<file path="src/rtl/uart_pkg.sv">
// Shared types and constants for the UART receive path.
package uart_pkg;

    localparam int unsigned UART_CLKS_PER_BIT = 434;
    localparam int unsigned UART_DATA_W       = 8;

    typedef enum logic [1:0] {
        UART_IDLE,
        UART_START,
        UART_DATA,
        UART_STOP
    } uart_state_e;

endpackage

</file>
<file path="src/rtl/uart_rx_fifo.sv">
// Small receive FIFO: synchronous push/pop, head shown combinationally.
// Pointers carry one extra wrap bit so full and empty are distinguishable.
module uart_rx_fifo #(
    parameter int unsigned DEPTH = 4,
    parameter int unsigned WIDTH = 8
) (
    input  logic                   clk,
    input  logic                   rst_n,
    input  logic                   push_i,
    input  logic                   pop_i,
    input  logic [WIDTH-1:0]       wdata_i,
    output logic [WIDTH-1:0]       head_c,
    output logic [$clog2(DEPTH):0] count_c,
    output logic                   full_c,
    output logic                   empty_c
);
    localparam int unsigned AW      = $clog2(DEPTH);
    localparam logic [AW:0] PTR_ONE = (AW + 1)'(1);

    logic [WIDTH-1:0] mem_q [DEPTH];
    logic [AW:0]      wptr_q;
    logic [AW:0]      rptr_q;
    logic             do_push;
    logic             do_pop;

    assign empty_c = (wptr_q == rptr_q);
    assign full_c  = (wptr_q[AW] != rptr_q[AW]) && (wptr_q[AW-1:0] == rptr_q[AW-1:0]);
    assign count_c = wptr_q - rptr_q;
    assign head_c  = mem_q[rptr_q[AW-1:0]];

    // A push into a full FIFO is accepted only when a pop frees a slot in the same cycle.
    assign do_pop  = pop_i && !empty_c;
    assign do_push = push_i && (!full_c || do_pop);

    always_ff @(posedge clk or negedge rst_n) begin
        if (!rst_n) begin
            wptr_q <= '0;
            rptr_q <= '0;
            for (int unsigned i = 0; i < DEPTH; i++) begin
                mem_q[i] <= '0;
            end
        end else begin
            if (do_push) begin
                mem_q[wptr_q[AW-1:0]] <= wdata_i;
                wptr_q                <= wptr_q + PTR_ONE;
            end
            if (do_pop) begin
                rptr_q <= rptr_q + PTR_ONE;
            end
        end
    end

endmodule

</file>
<file path="src/rtl/uart_rx.sv">
// 8N1 serial receiver with valid/ack handshake and sticky frame/overrun flags.
// Define UART_RX_FIFO_EN to buffer bytes in a uart_rx_fifo instead of one holding register.
module uart_rx
    import uart_pkg::*;
#(
    parameter int unsigned CLKS_PER_BIT = UART_CLKS_PER_BIT
`ifdef UART_RX_FIFO_EN
    ,
    parameter int unsigned FIFO_DEPTH   = 4
`endif
) (
    input  logic                   clk,
    input  logic                   reset,
    input  logic                   rx,
    input  logic                   rd,
    output logic [UART_DATA_W-1:0] rx_data,
    output logic                   rx_valid,
    output logic                   frame_err,
    output logic                   overrun
);
    localparam int unsigned      CNT_W     = $clog2(CLKS_PER_BIT);
    localparam int unsigned      BIT_W     = $clog2(UART_DATA_W);
    localparam logic [CNT_W-1:0] HALF_LAST = CNT_W'(CLKS_PER_BIT / 2 - 1);
    localparam logic [CNT_W-1:0] BIT_LAST  = CNT_W'(CLKS_PER_BIT - 1);
    localparam logic [CNT_W-1:0] CNT_ONE   = CNT_W'(1);
    localparam logic [BIT_W-1:0] DATA_LAST = BIT_W'(UART_DATA_W - 1);
    localparam logic [BIT_W-1:0] BIT_ONE   = BIT_W'(1);

    logic                   rx_meta_q;
    logic                   rxs_q;
    uart_state_e            state_q;
    logic [CNT_W-1:0]       cnt_q;
    logic [BIT_W-1:0]       bit_q;
    logic [UART_DATA_W-1:0] shift_q;
    logic                   frame_err_q;
    logic                   overrun_q;
    logic                   stop_ok_c;
    logic                   stop_bad_c;
    logic                   drop_c;

    // Two-flop synchronizer; idles high so reset never looks like a start bit.
    always_ff @(posedge clk or negedge reset) begin
        if (!reset) begin
            rx_meta_q <= 1'b1;
            rxs_q     <= 1'b1;
        end else begin
            rx_meta_q <= rx;
            rxs_q     <= rx_meta_q;
        end
    end

    always_ff @(posedge clk or negedge reset) begin
        if (!reset) begin
            state_q <= UART_IDLE;
            cnt_q   <= '0;
            bit_q   <= '0;
            shift_q <= '0;
        end else begin
            unique case (state_q)
                UART_IDLE: begin
                    if (!rxs_q) begin
                        cnt_q   <= '0;
                        state_q <= UART_START;
                    end
                end
                UART_START: begin
                    if (cnt_q == HALF_LAST) begin
                        if (rxs_q) begin
                            state_q <= UART_IDLE;
                        end else begin
                            cnt_q   <= '0;
                            bit_q   <= '0;
                            state_q <= UART_DATA;
                        end
                    end else begin
                        cnt_q <= cnt_q + CNT_ONE;
                    end
                end
                UART_DATA: begin
                    if (cnt_q == BIT_LAST) begin
                        cnt_q   <= '0;
                        shift_q <= {rxs_q, shift_q[UART_DATA_W-1:1]};
                        if (bit_q == DATA_LAST) begin
                            state_q <= UART_STOP;
                        end else begin
                            bit_q <= bit_q + BIT_ONE;
                        end
                    end else begin
                        cnt_q <= cnt_q + CNT_ONE;
                    end
                end
                UART_STOP: begin
                    // Leave at mid-stop-bit so a back-to-back start edge is not missed.
                    if (cnt_q == BIT_LAST) begin
                        cnt_q   <= '0;
                        state_q <= UART_IDLE;
                    end else begin
                        cnt_q <= cnt_q + CNT_ONE;
                    end
                end
                default: state_q <= UART_IDLE;
            endcase
        end
    end

    assign stop_ok_c  = (state_q == UART_STOP) && (cnt_q == BIT_LAST) && rxs_q;
    assign stop_bad_c = (state_q == UART_STOP) && (cnt_q == BIT_LAST) && !rxs_q;

`ifdef UART_RX_FIFO_EN
    logic fifo_full;
    logic fifo_empty;

    uart_rx_fifo #(
        .DEPTH (FIFO_DEPTH),
        .WIDTH (UART_DATA_W)
    ) u_fifo (
        .clk     (clk),
        .rst_n   (reset),
        .push_i  (stop_ok_c),
        .pop_i   (rd),
        .wdata_i (shift_q),
        .head_c  (rx_data),
        .count_c (),
        .full_c  (fifo_full),
        .empty_c (fifo_empty)
    );

    assign rx_valid = !fifo_empty;
    assign drop_c   = stop_ok_c && fifo_full && !rd;
`else
    logic [UART_DATA_W-1:0] data_q;
    logic                   valid_q;

    // A new byte replaces the held one only if it is free or being acknowledged now.
    always_ff @(posedge clk or negedge reset) begin
        if (!reset) begin
            data_q  <= '0;
            valid_q <= 1'b0;
        end else if (stop_ok_c && (!valid_q || rd)) begin
            data_q  <= shift_q;
            valid_q <= 1'b1;
        end else if (rd) begin
            valid_q <= 1'b0;
        end
    end

    assign rx_data  = data_q;
    assign rx_valid = valid_q;
    assign drop_c   = stop_ok_c && valid_q && !rd;
`endif

    // Sticky flags: setting wins over the rd clear.
    always_ff @(posedge clk or negedge reset) begin
        if (!reset) begin
            frame_err_q <= 1'b0;
            overrun_q   <= 1'b0;
        end else begin
            if (stop_bad_c) begin
                frame_err_q <= 1'b1;
            end else if (rd) begin
                frame_err_q <= 1'b0;
            end
            if (drop_c) begin
                overrun_q <= 1'b1;
            end else if (rd) begin
                overrun_q <= 1'b0;
            end
        end
    end

    assign frame_err = frame_err_q;
    assign overrun   = overrun_q;

endmodule

</file>
<file path="config.mk">
export PLATFORM = sky130hd
export DESIGN_NAME = uart_rx
export DESIGN_NICKNAME = d
export VERILOG_FILES = /design/src/rtl/uart_pkg.sv /design/src/rtl/uart_rx_fifo.sv /design/src/rtl/uart_rx.sv
export SDC_FILE = /design/constraint.sdc
export NUM_CORES = 1
export LEC_CHECK = 0
export BUFFER_PORTS_ARGS = -buffer_cell sky130_fd_sc_hd__buf_4
export CAP_MARGIN = 0
export CORE_MARGIN = 4
export CORE_UTILIZATION = 50
export CTS_CLUSTER_DIAMETER = 50
export DETAILED_ROUTE_END_ITERATION = 7
export GPL_ROUTABILITY_DRIVEN = 1
export GPL_TIMING_DRIVEN = 1
export HOLD_SLACK_MARGIN = 0.03
export PLACE_DENSITY = 0.74
export SETUP_SLACK_MARGIN = 0.02
export SYNTH_ARGS = -nofsm -noshare
export SYNTH_HDL_FRONTEND = slang
export SYNTH_SLANG_ARGS = --single-unit
export TNS_END_PERCENT = 5
</file>
<file path="constraint.sdc">
create_clock -name clk -period 1.8 [get_ports clk]
set_input_delay 0.18 -clock clk [delete_from_list [all_inputs] [get_ports clk]]
set_output_delay 0.18 -clock clk [all_outputs]
set_load 0.01 [all_outputs]
</file>
==> impl_summary.log <==
INFO  metric clock_power_frac = 0.340
INFO  metric first_global_vias = 1,381
INFO  metric crit_fanout = 3
INFO  metric layout.core_utilization = 0.6311
INFO  metric irDropWorstVdd = 0.5251 mV
INFO  metric worst_path_class_setup = flop to flop
INFO  metric areaGrowthSynthToFinish = 19.24%
INFO  metric outcome = completed
INFO  metric path_clk_slew = 0.12 ns
INFO  metric drive_gt1_frac = 0.3632
INFO  metric total_clock_buffers_created_by_cts = 5
INFO  metric min_path_type = input port to asynchronous set/reset pin
INFO  metric starting_utilization_of_the_core_area = 0.5293
INFO  metric synth-edff-count = 0
INFO  metric muxShareOfSynthArea = 0.1336
INFO  metric ios = 15
INFO  metric final.setup_skew = 0.01359 ns
INFO  metric sequentialPowerShare = 0.638
INFO  metric firstDrtPassIters = 4
INFO  metric max_slew_margin = 0.7144
INFO  metric route.vias.total = 1,372
INFO  metric num_rows = 21
INFO  metric antenna_found_initial = 0
INFO  metric layout.filler_cells = 283
INFO  metric main_combinational_cell_family_by_area_after_synthesis = simple AND/OR/NAND/NOR gates
INFO  metric clock_latency = 0.34 ns
INFO  metric powerDensity = 578.2 nW/um2
INFO  metric diode_count = 0
INFO  metric synth_simple_gate_area_share = 0.1640
INFO  metric synth_ff_type = sky130_fd_sc_hd__dfrtp_1
INFO  metric vias_per_cell = 5.814
INFO  metric core-area = 3416 um2
INFO  metric tightestPinTransition = 0.4283 ns
INFO  metric drc = 0
INFO  metric synthesis.instances = 159
INFO  metric final-hold-violation-count = 0
INFO  metric synth-adder-area-share = 0.03460
INFO  metric setup_violations = 0
INFO  metric setup_repair_after_global_routing_missed_its_margin = true
INFO  metric critPathLaunchType = flop
INFO  metric grtUsageTotal = 0.1860
INFO  metric maximum_number_of_pins_on_one_net_before_global_route_repair = 36
INFO  metric final_critical_path_setup_slack = 0.08789 ns
INFO  metric final_cell_area = 2156 um2
INFO  metric post-place-cells = 223
INFO  metric period_share = 0.9512
INFO  metric cts-root-buf = sky130_fd_sc_hd__clkbuf_4
INFO  metric share_of_the_synthesized_area_in_compound_gates_ao_oa_aoi_oai = 0.1232
INFO  metric die_width = 68.13 um
INFO  metric fin_nets = 198
INFO  metric placed_area = 2024 um2
INFO  metric final_antenna_net_count = 0
INFO  metric syn_std_cell_area = 1808 um2
INFO  metric power.share.switching = 0.2389
INFO  metric cts_tree = done
INFO  metric wire_length_of_the_first_global_routing_pass = 6327 um
INFO  metric post_synth_xor_area_fraction = 0.009689
INFO  metric critical_path.endpoint_type = flop
INFO  metric cts_max_level = 2
INFO  metric place.gp.congestion = 0.9109
INFO  metric power_leakage = 1.054 nW
INFO  metric cp_data_required_time = 2.04 ns
INFO  metric die_area = 4642 um2
INFO  metric cp_data_arrival_time = 1.95 ns
INFO  metric ys.warnings.count = 0
INFO  metric synth_seq_cells = 35
INFO  metric totalPowerFinal = 1.247 mW
INFO  metric fin_crit = 1.712 ns
INFO  metric pre_cts_slack = -0.08663 ns
INFO  metric postSynth.asyncResetShare = 1.000
INFO  metric cts_sinks = 35
INFO  metric synth-seq-area-share = 0.4858
INFO  metric timing.final.max_slew_violations = 0
INFO  metric port_buffers = 14
INFO  metric die_height = 68.13 um
INFO  metric half_perimeter_wire_length_after_placement = 2670 um
INFO  metric max_cap_violations = 0
INFO  metric syn_area_per_cell = 11.37 um2
INFO  metric power_report.internal_total = 948.7 uW
INFO  metric net_switching_component_of_the_power = 297.8 uW
INFO  metric cts.path.max_buffers = 2
INFO  metric totalWireLength = 3687 um
INFO  metric combinationalPowerShare = 0.022
INFO  metric yosysUniqueCellTypes = 48
INFO  metric globalRoute.totalOverflow = 0
INFO  metric mappedNetlistNets = 168
INFO  metric max_freq = 0.5841 GHz
INFO  metric detail_route.wl_per_cell = 15.62 um
INFO  metric drtIter0Drc = 96
INFO  metric instances_no_fill = 236
## cell families after synthesis
logic type | Yosys count
simple gates | 45
compound gates | 31
xor+xnor | 2
mux | 22
flops | 35
fa+ha+maj | 5
buf+inv | 19
## power by group through the flow
stage | logic (mW) | clock network (mW) | registers [mW]
after CTS | 0.0292 | 0.440 | 0.795
final | 0.0278 | 0.424 | 0.795
after floorplan | 0.00473 | 0 | 0.806
after global placement | 0.0228 | 0 | 0.810
after global routing | 0.0322 | 0.475 | 0.795
after detailed placement | 0.0238 | 0 | 0.810
## metal layers
metal | global-route usage | routed length (um) | up-vias
li1 | - | - | 642
met1 | 0.2204 | 1585 | 687
met2 | 0.3117 | 1856 | 32
met3 | 0.04926 | 145 | 11
met4 | 0.08933 | 99 | 0
met5 | 0 | 0 | -
## repair_timing
action                                  4_1_cts  5_1_grt
endpoints found under the setup margin        5       28
hold endpoints to repair                     35        0
buffers inserted                              1        1
gates resized for setup                       2        9
hold buffers                                  3        0
pin swaps                                     1        4
## area by class of cell
cell class              instances  area (um2)  area share
multi-input cells             105       869.6      0.4034
inverters                       8       30.03     0.01393
clock buffers                   5       37.54     0.01741
flip-flops and latches         35       878.3      0.4074
clock inverters                 3       20.02    0.009286
repair buffers                 34       262.8      0.1219
well taps                      46       57.56     0.02670
## sequential cells by signal (all words and copies together) (netlist names), named ones only
signal     cells
bit_q          3
rx_meta_q      1
rxs_q          1
state_q        1
rx_data        8
shift_q        8
cnt_q          9
frame_err      1
rx_valid       1
overrun        1
## Yosys cell counts (2+ instances only)
| library cell | n | area (um2) |
|---|---|---|
| sky130_fd_sc_hd__mux2i_1 | 5 | 50.05 |
| sky130_fd_sc_hd__o21a_1 | 2 | 15.01 |
| sky130_fd_sc_hd__mux2_2 | 17 | 191.4 |
| sky130_fd_sc_hd__a21oi_1 | 4 | 20.02 |
| sky130_fd_sc_hd__clkbuf_1 | 4 | 15.01 |
| sky130_fd_sc_hd__nand4b_1 | 2 | 17.52 |
| sky130_fd_sc_hd__dfstp_2 | 2 | 52.55 |
| sky130_fd_sc_hd__buf_2 | 4 | 20.02 |
| sky130_fd_sc_hd__nor3_1 | 4 | 20.02 |
| sky130_fd_sc_hd__and3_1 | 2 | 12.51 |
| sky130_fd_sc_hd__nor2_1 | 3 | 11.26 |
| sky130_fd_sc_hd__o21ai_0 | 4 | 20.02 |
| sky130_fd_sc_hd__nand4_1 | 6 | 37.54 |
| sky130_fd_sc_hd__inv_1 | 8 | 30.03 |
| sky130_fd_sc_hd__nand2_1 | 9 | 33.78 |
| sky130_fd_sc_hd__nand3_1 | 4 | 20.02 |
| sky130_fd_sc_hd__nor2b_1 | 4 | 25.02 |
| sky130_fd_sc_hd__and2_1 | 2 | 12.51 |
| sky130_fd_sc_hd__o2bb2ai_1 | 2 | 17.52 |
| sky130_fd_sc_hd__ha_1 | 5 | 62.56 |
| sky130_fd_sc_hd__dfrtp_1 | 33 | 825.8 |
| sky130_fd_sc_hd__a31oi_1 | 7 | 43.79 |
## worst max-delay path, stage by stage (launching register included)
cell and delay (ns):
sky130_fd_sc_hd__dfrtp_1 0.42, sky130_fd_sc_hd__ha_1 0.22, sky130_fd_sc_hd__ha_1 0.19, sky130_fd_sc_hd__nand4b_1 0.18
sky130_fd_sc_hd__a211oi_2 0.27, sky130_fd_sc_hd__mux2_4 0.33
## path summary, 6_finish.rpt
check / startpoint / endpoint / slack, ns / cells past startpoint
max reg2reg: bit_q[0] / bit_q[0] / 0.09 / 5
max: bit_q[0] / bit_q[0] / 0.09 / 5
min reg2reg: rx_meta_q / rxs_q / 0.37 / 0
min in group clk: rx_meta_q / rxs_q / 0.37 / 0
max in group asynchronous: reset / rx_meta_q / 1.15 / 2
min: reset / cnt_q[4] / 0.30 / 2
## cells in the final DEF (no fill, tap or decap), types with 5 or more instances in the layout
| cell type | n |
|---|---|
| sky130_fd_sc_hd__dfrtp_1 | 33 |
| sky130_fd_sc_hd__buf_4 | 31 |
| sky130_fd_sc_hd__mux2_2 | 16 |
| sky130_fd_sc_hd__nand2_1 | 9 |
| sky130_fd_sc_hd__a31oi_1 | 7 |
| sky130_fd_sc_hd__inv_1 | 6 |
| sky130_fd_sc_hd__nand4_1 | 6 |
| sky130_fd_sc_hd__mux2i_1 | 5 |
| sky130_fd_sc_hd__clkbuf_4 | 5 |
## stage by stage
step / hold WS (ns) / TNS, ns
2_1_floorplan: -0.1156 / 0
3_3_place_gp: 0.1456 / 0
3_5_place_dp: 0.1525 / -0.1039
4_1_cts: 0.3132 / 0
5_1_grt: 0.3446 / -0.1066
6_report: 0.3023 / 0
Power figures use the tool's default switching activity.
